File: src/rtl/logic_arb_pkg.sv
// logic_arb_pkg: op codes and widths shared by the logic unit arbiter
package logic_arb_pkg;
  localparam int OP_W = 2;
  localparam int STALL_W = 16;
  typedef logic [OP_W-1:0] lop_t;
  localparam lop_t LOP_AND = 2'b00;
  localparam lop_t LOP_OR = 2'b01;
  localparam lop_t LOP_XOR = 2'b10;
  localparam lop_t LOP_NOR = 2'b11;
endpackage

File: src/rtl/rr_picker.sv
// rr_picker: combinational round-robin pick of the first request at or after ptr
module rr_picker #(
  parameter int N = 4,
  parameter int IW = $clog2(N)
) (
  input  logic [N-1:0]  req,
  input  logic [IW-1:0] ptr,
  output logic [N-1:0]  gnt,
  output logic [IW-1:0] idx,
  output logic          any
);
  logic [N-1:0] rot;
  always_comb begin
    rot = N'({req, req} >> ptr);
    any = |req;
    idx = '0;
    for (int k = N - 1; k >= 0; k--)
      if (rot[k]) idx = IW'((int'(ptr) + k) % N);
    gnt = any ? ({{(N-1){1'b0}}, 1'b1} << idx) : '0;
  end
endmodule

File: src/rtl/logic_unit_arbiter.sv
// logic_unit_arbiter: round-robin share of one bitwise logic unit with a registered result slot
// LOGIC_ARB_STATS_EN adds a saturating backpressure stall counter port.
module logic_unit_arbiter
  import logic_arb_pkg::*;
#(
  parameter int NREQ = 4,
  parameter int WIDTH = 32
) (
  input  logic                    clk,
  input  logic                    rst_n,
  input  logic [NREQ-1:0]         req_valid,
  output logic [NREQ-1:0]         req_ready,
  input  logic [NREQ*WIDTH-1:0]   req_a,
  input  logic [NREQ*WIDTH-1:0]   req_b,
  input  logic [NREQ*OP_W-1:0]    req_op,
  output logic                    rsp_valid,
  input  logic                    rsp_ready,
  output logic [WIDTH-1:0]        rsp_data,
  output logic [$clog2(NREQ)-1:0] rsp_id
`ifdef LOGIC_ARB_STATS_EN
  ,
  output logic [STALL_W-1:0]      stall_cnt
`endif
);
  localparam int IW = $clog2(NREQ);
  logic [IW-1:0] ptr, gidx, ptr_nxt;
  logic [NREQ-1:0] gnt;
  logic any, slot_free, fire;
  logic [WIDTH-1:0] a_g, b_g, res;
  lop_t op_g;
  rr_picker #(.N(NREQ), .IW(IW)) u_pick (
    .req(req_valid),
    .ptr(ptr),
    .gnt(gnt),
    .idx(gidx),
    .any(any)
  );
  always_comb begin
    slot_free = !rsp_valid || rsp_ready;
    fire = any && slot_free;
    req_ready = (rst_n && slot_free) ? gnt : '0;
    a_g = req_a[gidx*WIDTH +: WIDTH];
    b_g = req_b[gidx*WIDTH +: WIDTH];
    op_g = req_op[gidx*OP_W +: OP_W];
    res = op_g == LOP_AND ? a_g & b_g :
          op_g == LOP_OR  ? a_g | b_g :
          op_g == LOP_XOR ? a_g ^ b_g : ~(a_g | b_g);
    ptr_nxt = (int'(gidx) == NREQ - 1) ? '0 : gidx + 1'b1;
  end
  always_ff @(posedge clk or negedge rst_n) begin
    if (!rst_n) begin
      rsp_valid <= 1'b0;
      rsp_data <= '0;
      rsp_id <= '0;
      ptr <= '0;
    end else if (fire) begin
      rsp_valid <= 1'b1;
      rsp_data <= res;
      rsp_id <= gidx;
      ptr <= ptr_nxt;
    end else if (rsp_ready) begin
      rsp_valid <= 1'b0;
    end
  end
`ifdef LOGIC_ARB_STATS_EN
  always_ff @(posedge clk or negedge rst_n) begin
    if (!rst_n) stall_cnt <= '0;
    else if (rsp_valid && !rsp_ready && |req_valid && stall_cnt != '1) stall_cnt <= stall_cnt + 1'b1;
  end
`endif
endmodule

File: config.mk
export PLATFORM = sky130hd
export DESIGN_NAME = logic_unit_arbiter
export DESIGN_NICKNAME = d
export VERILOG_FILES = /design/src/rtl/logic_arb_pkg.sv /design/src/rtl/rr_picker.sv /design/src/rtl/logic_unit_arbiter.sv
export SDC_FILE = /design/constraint.sdc
export NUM_CORES = 1
export LEC_CHECK = 0
export CORE_MARGIN = 8
export CORE_UTILIZATION = 35
export DETAILED_ROUTE_END_ITERATION = 8
export MAX_ROUTING_LAYER = met4
export PLACE_DENSITY_LB_ADDON = 0.1
export SLEW_MARGIN = 20
export SYNTH_ARGS = -nofsm -noshare
export SYNTH_HDL_FRONTEND = slang
export SYNTH_SLANG_ARGS = --single-unit
File: constraint.sdc
create_clock -name clk -period 5.3 [get_ports clk]
set_input_delay 0.795 -clock clk [delete_from_list [all_inputs] [get_ports clk]]
set_output_delay 0.795 -clock clk [all_outputs]
set_load 0.01 [all_outputs]
==> results.py, run 1 <==
metrics = {
    "run_status": {
        "status": "completed",
    },
    "placed_design": {
        "hpwl_mm": 15.1,
        "place_ws_ps": 1210,
        "io_buffers": 309,
        "gp_congestion": 0.867,
    },
    "finish": {
        "syn_to_final_growth_pct": 64.8,
        "mostFrequentLayoutCell": "clkdlybuf4s50_1",
        "fill_cells": 1297,
        "drive_above_1_share": 0.0679,
        "nNetsFinal": 1128,
        "multi_input_area_um2": 3810,
        "final_cell_mix": "308 x clkdlybuf4s50_1, 164 x mux2i_1, 70 x nand2_1",
        "regArea_um2": 926,
    },
    "floorplan": {
        "core_um2": 14300,
        "die-width_um": 136,
        "start_util": 0.353,
        "die_height_um": 136,
        "die_area_um2": 18500,
        "row_count": 44,
        "ios": 310,
    },
    "routing": {
        "wl_per_cell_um": 17.9,
        "routed_via_density": 5.21,
        "drt.antenna.violating_nets": 0,
        "drt_first_iter_violations": 283,
        "drc_errors": 0,
        "first_pass_iters": 4,
        "wl_mm": 18.6,
        "route.vias.total": 5423,
    },
    "pwr": {
        "total_power_mw": 3.26,
        "powerDensity_nw_per_um2": 391,
        "p_switching_mw": 1.43,
        "power_frac_comb": 0.760,
        "p_clk_frac": 0.089,
        "cellInternalPower_mw": 1.82,
        "peakVddDrop_v": 0.000215,
        "p_sw_frac": 0.440,
        "power.static_leakage_nw": 3.42,
        "seqPwrFrac": 0.151,
    },
    "worst_setup_path": {
        "worst_ep_required_time_ps": 5440,
        "startpoint_type": "input port",
        "crit_arrival_ps": 3920,
        "path_max_fanout": 89,
        "crit_type": "in -> reg",
        "end_kind": "register",
    },
    "global_routing": {
        "overflow": 0,
        "grt_pass1_wl_mm": 28.9,
        "grt_max_degree": 90,
        "grt_antenna_before_repair": 2,
        "grt_use_total": 0.197,
        "grt_pass1_vias": 5826,
    },
    "logic_synthesis": {
        "synth_seq_area_share": 0.183,
        "netlist_area_um2": 5060,
        "syn_nets": 852,
        "avgSynthCellArea_um2": 8.76,
        "synthCells": 577,
        "synth_seq_cells": 37,
        "synth_warnings": 0,
        "ys_types": 28,
    },
    "timing": {
        "max_freq_ghz": 0.265,
        "finalWorstSetupSlack_ps": 1530,
        "grt_setup_unrepaired": "false",
        "period_needed_ps": 3770,
        "setup_viol_count_final": 0,
        "hold_violations": 0,
        "maxSlewViolCount": 0,
        "fin_worst_skew_ps": 5.33,
        "timing.setup.tns_ps": 0,
        "min_period_over_period": 0.712,
        "relSlewSlack": 0.296,
        "tightest_slew_ps": 1060,
    },
    "clock_tree": {
        "postCtsSetupRepairBufs": 0,
        "cts_hold_buf": 0,
        "clock_path_buffers": 2,
        "clk_pin_slew_ps": 60,
        "clk_latency_ps": 280,
        "root_buffer": "clkbuf_16",
        "cts_tree": "done",
        "clock-sinks": 37,
        "cts_buffers": 5,
        "ctsResizeCount": 0,
        "htree_levels": 2,
    },
    "hold_path": {
        "hp-class": "reg -> reg",
    },
    "flow_run": {
        "maxCapViolations": 0,
    },
}
==> area by class of cell <==
class | count | share of cell area
tap | 184 | 0.0276
timing repair buffer | 319 | 0.385
multi-input combinational | 485 | 0.457
clock inverter | 2 | 0.00120
inverter | 5 | 0.00225
antenna | 2 | 0.000601
clock buffer | 6 | 0.0155
sequential | 37 | 0.111
==> state kept, by name, summed over array words and instances, names as in the netlist <==
signal / flops
ptr: 2
rsp_id: 2
rsp_data: 32
rsp_valid: 1
==> cells by family (layout without fill, tap and decap cells) <==
| kind of cell | count (synthesis) | after routing | share of synthesized area |
|---|---|---|---|
| mux | 199 | 199 | 0.403 |
| xor+xnor | 32 | 32 | 0.0554 |
| flops | 37 | 37 | 0.183 |
| compound gates | 139 | 139 | 0.190 |
| simple gates | 111 | 111 | 0.0859 |
| buf+inv | 55 | 332 | 0.0725 |
| other cells | 0 | 2 | 0 |
| fa+ha+maj | 4 | 4 | 0.00990 |
==> worst paths after layout <==
path / startpoint / end / slack (ps) / cells after the start
max: req_valid[0] / rsp_data[23] / 1530 / 10
min: rsp_data[27] / rsp_data[27] / 470 / 2
max reg2reg: ptr[1] / rsp_data[23] / 2160 / 8
min reg2reg: rsp_data[27] / rsp_data[27] / 470 / 2
max in group asynchronous: rst_n / rsp_data[17] / 4020 / 1
min in group asynchronous: rst_n / rsp_id[0] / 670 / 1
==> through the flow <==
step | hold slack [ps] | std cells | utilization | instance area (µm²)
2_1_floorplan | 499 | 577 | - | 5060
3_3_place_gp | 458 | 1029 | 0.570 | 8160
3_5_place_dp | 466 | 1030 | 0.572 | 8190
4_1_cts | 479 | 1038 | 0.582 | 8330
5_1_grt | 510 | 1040 | 0.582 | 8330
6_report | 474 | 1040 | 0.582 | 8330
==> worst max-delay path, cell delays in order <==
cell and delay [ps]:
clkdlybuf4s50_1 480, nor2b_1 180, nor2_1 100, o32a_2 380, mux2i_1 380, mux2_4 940
buf_4 260, nand2_1 50, a211oi_1 230, o31ai_1 90
==> synthesized netlist by cell type, drive strengths merged <==
| cell | count | area (µm²) |
|---|---|---|
| nand2 | 70 | 263 |
| clkbuf | 16 | 67.6 |
| nor2 | 34 | 128 |
| a21oi | 35 | 175 |
| dfrtp | 37 | 926 |
| o21ai | 3 | 15.0 |
| a211oi | 33 | 253 |
| o221a | 1 | 11.3 |
| buf | 34 | 280 |
| mux2i | 166 | 1670 |
| ha | 4 | 50.1 |
| a21o | 1 | 7.51 |
| nor4 | 1 | 6.26 |
| o21ba | 1 | 10.0 |
| and3 | 4 | 25.0 |
| nor2b | 2 | 12.5 |
| o31ai | 64 | 480 |
| inv | 5 | 18.8 |
| xnor2 | 32 | 280 |
| o32a | 1 | 10.0 |
| mux2 | 33 | 372 |
==> power groups by stage <==
stage	clock network (mW)	registers, mW	logic [mW]
after floorplan	0	0.550	1.68
final	0.291	0.493	2.47
after detailed placement	0	0.497	2.49
after CTS	0.298	0.494	2.50
after global placement	0	0.489	2.39
after global routing	0.309	0.514	2.71
==> per-layer routing <==
metal  wire length [µm]  GRT usage  up-vias
li1                   -          -     2699
met1               7140      0.203     2532
met2               9990      0.373      181
met3               1320     0.0458       11
met4                186     0.0360        0
met5                  0          -        -
(Power assumes the default switching activity.)
==> inputs of run 2 (changes only) <==
==> constraint.sdc (replaced) <==
create_clock -name clk -period 3.5 [get_ports clk]
set_input_delay 0.525 -clock clk [delete_from_list [all_inputs] [get_ports clk]]
set_output_delay 0.525 -clock clk [all_outputs]
set_load 0.01 [all_outputs]
==> run 2 against run 1 <==
Sequential share of layout area fell by 0.12 points. Cell area rose by 1.1%. Critical path type is now in -> out. Critical path depth fell by 2. Sequential power rose by 52%. Routed wire length rose by 2.1%. Combinational power rose by 53%. Count of clock-buffer cells in the layout rose by 1. Clock power rose by 65%.
==> results.py, run 2 (same netlist as run 1, synthesis figures left out) <==
metrics = {
    "global_routing": {
        "grt_antenna_before_repair": 0,
        "grt_use_total": 0.196,
        "grt_pass1_vias": 5763,
        "overflow": 0,
        "grt_max_degree": 80,
        "grt_pass1_wl_mm": 28.7,
    },
    "clock_tree": {
        "clk_latency_ps": 280,
        "clk_pin_slew_ps": 60,
        "cts_hold_buf": 0,
        "postCtsSetupRepairBufs": 0,
        "ctsResizeCount": 0,
        "clock-sinks": 37,
        "cts_tree": "done",
        "root_buffer": "clkbuf_16",
        "htree_levels": 2,
        "clock_path_buffers": 2,
        "cts_buffers": 5,
    },
    "placed_design": {
        "hpwl_mm": 15.6,
        "io_buffers": 309,
        "dp.cells": 1039,
        "gp_congestion": 0.819,
    },
    "finish": {
        "utilization": 0.589,
        "multi_input_area_um2": 3800,
        "fill_cells": 1280,
        "final_cell_mix": "308 x clkdlybuf4s50_1, 164 x mux2i_1, 70 x nand2_1",
        "top_register": "rsp_data",
        "reg_top3": "rsp_data x32, ptr x2, rsp_id x2",
        "syn_to_final_growth_pct": 66.6,
        "regArea_um2": 926,
        "largest_reg_flops": 32,
        "drive_above_1_share": 0.0788,
        "nNetsFinal": 1137,
        "diodes": 0,
        "mostFrequentLayoutCell": "clkdlybuf4s50_1",
        "fin_cells": 1047,
    },
    "pwr": {
        "power.static_leakage_nw": 3.48,
        "powerDensity_nw_per_um2": 596,
        "peakVddDrop_v": 0.000255,
    },
    "floorplan": {
        "die-width_um": 136,
        "ios": 310,
        "core_um2": 14300,
        "row_count": 44,
        "die_height_um": 136,
        "start_util": 0.353,
        "die_area_um2": 18500,
    },
    "timing": {
        "hold_violations": 0,
        "grt_setup_unrepaired": "false",
        "timing.setup.tns_ps": 0,
        "period_needed_ps": 3150,
        "fin_worst_skew_ps": 5.10,
        "max_freq_ghz": 0.317,
        "maxSlewViolCount": 0,
        "setup_viol_count_final": 0,
        "tightest_slew_ps": 556,
        "hold-worst-slack_ps": 48.1,
        "min_period_over_period": 0.901,
        "relSlewSlack": 0.626,
    },
    "routing": {
        "first_pass_iters": 4,
        "route.vias.total": 5487,
        "routed_via_density": 5.24,
        "drt.antenna.violating_nets": 0,
        "wl_per_cell_um": 18.2,
        "drc_errors": 0,
        "wl_mm": 19.0,
        "drt_first_iter_violations": 263,
    },
    "worst_setup_path": {
        "cp.buffers_inverters": 4,
        "max_stage_delay_ps": 530,
        "crit_type": "in -> out",
        "path_max_fanout": 10,
        "cpMaxStageDelayCell": "clkdlybuf4s50_1",
        "end_kind": "output port",
        "crit_arrival_ps": 2630,
        "startpoint_type": "input port",
        "cp_top_family": "buffers and inverters",
        "worst_ep_required_time_ps": 2970,
        "worstPathCellList": "clkdlybuf4s50_1 > inv_1 > nor2_1 > o32a_2 > inv_1 > ha_1 > and3_1 > clkdlybuf4s50_1",
    },
    "run_status": {
        "status": "completed",
    },
    "flow_run": {
        "maxCapViolations": 0,
    },
    "hold_path": {
        "hp-class": "in -> async",
    },
}
==> run 2: cell type report <==
type	count	share of cell area
clock buffers	7	0.0181
clock inverters	1	0.000594
inverters	5	0.00223
multi-input cells	485	0.451
flip-flops and latches	37	0.110
well taps	184	0.0273
repair buffers	328	0.391
==> run 2: power breakdown <==
part           internal (mW)  switching (mW)  leakage (nW)  total, mW
Combinational           1.90            1.89          2.95       3.79
Clock                  0.302           0.179        0.0799      0.481
Sequential             0.631           0.118         0.445      0.749
==> run 2: worst paths after layout <==
kind,startpoint,cells after the start,slack (ps),endpoint
max,req_valid[2],8,350,req_ready[1]
min,rst_n,1,50,rsp_id[0]
max reg2reg,ptr[1],8,810,rsp_data[20]
min reg2reg,rsp_data[2],2,470,rsp_data[2]
max in group asynchronous,rst_n,2,2740,rsp_data[18]
min in group clk,rsp_data[2],2,470,rsp_data[2]
==> run 2: metal layers <==
metal  wire length (µm)  vias to the layer above  track usage
li1                   -                     2713            -
met3               1180                       12       0.0421
met5                  0                        -            -
met2              10200                      181        0.368
met1               7430                     2581        0.207
met4                188                        0       0.0342
==> run 2: worst reg2reg max path: stages (launching register included) <==
cell and delay (ps):
dfrtp_1 440, a211oi_2 190, o32a_2 370, mux2i_1 400, mux2_4 240, buf_12 320, nand2_1 160, a211oi_1 330
o31ai_1 110
==> run 2: per-stage QoR <==
step,setup slack (ps),instance area [µm²],power (mW)
after floorplan,1110,5060,3.37
after global placement,376,8270,4.43
after detailed placement,194,8270,4.57
after CTS,331,8430,5.07
after global routing,223,8430,5.41
final,348,8430,5.02
==> inputs of run 3 (changes only) <==
--- a/config.mk
+++ b/config.mk
@@ -8,6 +8,7 @@
 export CORE_MARGIN = 8
 export CORE_UTILIZATION = 35
 export DETAILED_ROUTE_END_ITERATION = 8
+export GPL_TIMING_DRIVEN = 0
 export MAX_ROUTING_LAYER = met4
 export PLACE_DENSITY_LB_ADDON = 0.1
 export SLEW_MARGIN = 20
==> constraint.sdc (replaced) <==
create_clock -name clk -period 3.5 [get_ports clk]
set_input_delay 0.35 -clock clk [delete_from_list [all_inputs] [get_ports clk]]
set_output_delay 0.35 -clock clk [all_outputs]
set_load 0.01 [all_outputs]
==> run 3 against run 2 <==
Worst setup slack lost 160 ps. Worst hold slack gained 15 ps. Non-clock buffer count grew 32. Largest cell class unchanged. Largest power group unchanged. Highest routed layer unchanged.
==> results.py, run 3 (same netlist as run 1, synthesis figures left out) <==
metrics = {
    "worst_setup_path": {
        "worstPathCellList": "clkdlybuf4s50_1 > nor2b_1 > o21ai_0 > o221a_2 > buf_4 > buf_4 > buf_4 > inv_1 > ha_1 > and3_1 > clkdlybuf4s50_1",
        "critPathLaunch": "req_valid[0]",
        "crit_arrival_ps": 2970,
        "cp_top_family": "buffers and inverters",
        "cp_common_cell": "buf_4",
        "cp.buffers_inverters": 6,
        "worst_ep_required_time_ps": 3150,
        "startpoint_type": "input port",
        "path_max_fanout": 11,
        "end_kind": "output port",
        "crit_type": "in -> out",
        "max_stage_delay_ps": 480,
        "cpMaxStageDelayCell": "clkdlybuf4s50_1",
        "rr_startpoint": "ptr[0]",
    },
    "clock_tree": {
        "clock-sinks": 37,
        "cts_tree": "done",
        "clock_path_buffers": 2,
        "root_buffer": "clkbuf_16",
        "clk_latency_ps": 280,
        "htree_levels": 2,
        "postCtsSetupRepairBufs": 0,
        "clk_pin_slew_ps": 50,
        "ctsResizeCount": 0,
        "cts_hold_buf": 0,
        "cts_buffers": 5,
    },
    "routing": {
        "routed_via_density": 5.36,
        "wl_per_cell_um": 20.4,
        "route.vias.total": 5773,
        "drt_first_iter_violations": 284,
        "wl_mm": 22.0,
        "first_pass_iters": 6,
        "drc_errors": 0,
        "drt.antenna.violating_nets": 0,
    },
    "floorplan": {
        "row_count": 44,
        "die-width_um": 136,
        "start_util": 0.353,
        "ios": 310,
        "die_area_um2": 18500,
        "die_height_um": 136,
        "core_um2": 14300,
    },
    "timing": {
        "timing.setup.tns_ps": 0,
        "relSlewSlack": 0.495,
        "finalWorstSetupSlack_ps": 183,
        "hold_violations": 0,
        "min_period_over_period": 0.948,
        "maxSlewViolCount": 0,
        "fin_worst_skew_ps": 10.7,
        "tightest_slew_ps": 737,
        "max_freq_ghz": 0.302,
        "setup_viol_count_final": 0,
        "grt_setup_unrepaired": "false",
        "period_needed_ps": 3320,
    },
    "pwr": {
        "peakVddDrop_v": 0.000261,
        "powerDensity_nw_per_um2": 614,
        "power.static_leakage_nw": 3.55,
    },
    "finish": {
        "largest_reg_flops": 32,
        "syn_to_final_growth_pct": 69.0,
        "final_cell_mix": "308 x clkdlybuf4s50_1, 165 x mux2i_1, 70 x nand2_1",
        "top_register": "rsp_data",
        "diodes": 0,
        "fill_cells": 1274,
        "nNetsFinal": 1169,
        "mostFrequentLayoutCell": "clkdlybuf4s50_1",
        "utilization": 0.597,
        "drive_above_1_share": 0.0895,
        "reg_top3": "rsp_data x32, ptr x2, rsp_id x2",
    },
    "global_routing": {
        "grt_pass1_wl_mm": 32.5,
        "grt_use_total": 0.229,
        "grt_max_degree": 23,
        "grt_antenna_before_repair": 0,
        "grt_pass1_vias": 6189,
        "overflow": 0,
    },
    "placed_design": {
        "io_buffers": 309,
        "gp_congestion": 0.840,
        "place_ws_ps": 183,
        "hpwl_mm": 18.1,
    },
    "hold_path": {
        "hp-class": "in -> async",
    },
    "flow_run": {
        "maxCapViolations": 0,
    },
    "run_status": {
        "status": "completed",
    },
}
run 3: changes by cell type in the layout (fill, tap and decap cells not counted), moves of 2 or more:
cell and change:
clkbuf_1 +15, buf_2 +14, buf_4 -7, buf_6 +7, buf_12 -5, buf_8 +5, clkbuf_4 +2, mux2i_4 -2
run 3: per-layer routing:
metal  GRT usage  up-vias  wire [µm]
met5           -        -          0
met3      0.0377       29       1360
met2       0.411      248      11400
li1            -     2767          -
met4      0.0635        0        382
met1       0.257     2729       8860
run 3: final cells by class:
class,instances,area [µm²],share of cell area
multi-input combinational,485,3760,0.440
tap,184,230,0.0269
sequential,37,926,0.108
buffer,50,348,0.0407
timing repair buffer,310,3120,0.365
inverter,5,18.8,0.00220
clock buffer,7,143,0.0167
run 3: path summary, 6_finish.rpt:
check | depth (start not counted) | to | slack [ps]
max | 11 | req_ready[2] | 180
min | 1 | rsp_id[0] | 60
max reg2reg | 10 | rsp_data[27] | 670
min reg2reg | 2 | rsp_data[14] | 480
max in group asynchronous | 2 | ptr[1] | 2930
min in group clk | 2 | rsp_data[14] | 480
run 3: report_power, final:
part           leakage, nW  switching, mW  total (mW)  internal [mW]
logic                 3.04           2.08        4.03           1.96
registers            0.445          0.120       0.750          0.631
clock network       0.0700          0.178       0.459          0.280
total                 3.55           2.37        5.24           2.87
run 3: stage by stage:
| stage | hold WS [ps] | cells | cell area, µm² | power, mW |
|---|---|---|---|---|
| CTS | 68.7 | 1078 | 8540 | 5.26 |
| finish | 62.6 | 1078 | 8540 | 5.24 |
| global route | 96.1 | 1078 | 8540 | 5.61 |
| detailed placement | 361 | 1071 | 8400 | 4.79 |
| floorplan | 54.4 | 577 | 5060 | 3.37 |
| global placement | 461 | 1070 | 8380 | 4.65 |
run 3: worst register-to-register path, delay by kind of cell, from the launching register on:
family | cells | cell delay [ps]
buffers and inverters | 2 | 660
AOI/OAI and AO/OA | 4 | 640
muxes | 2 | 770
DFF | 1 | 400
and+or+nand+nor | 2 | 230
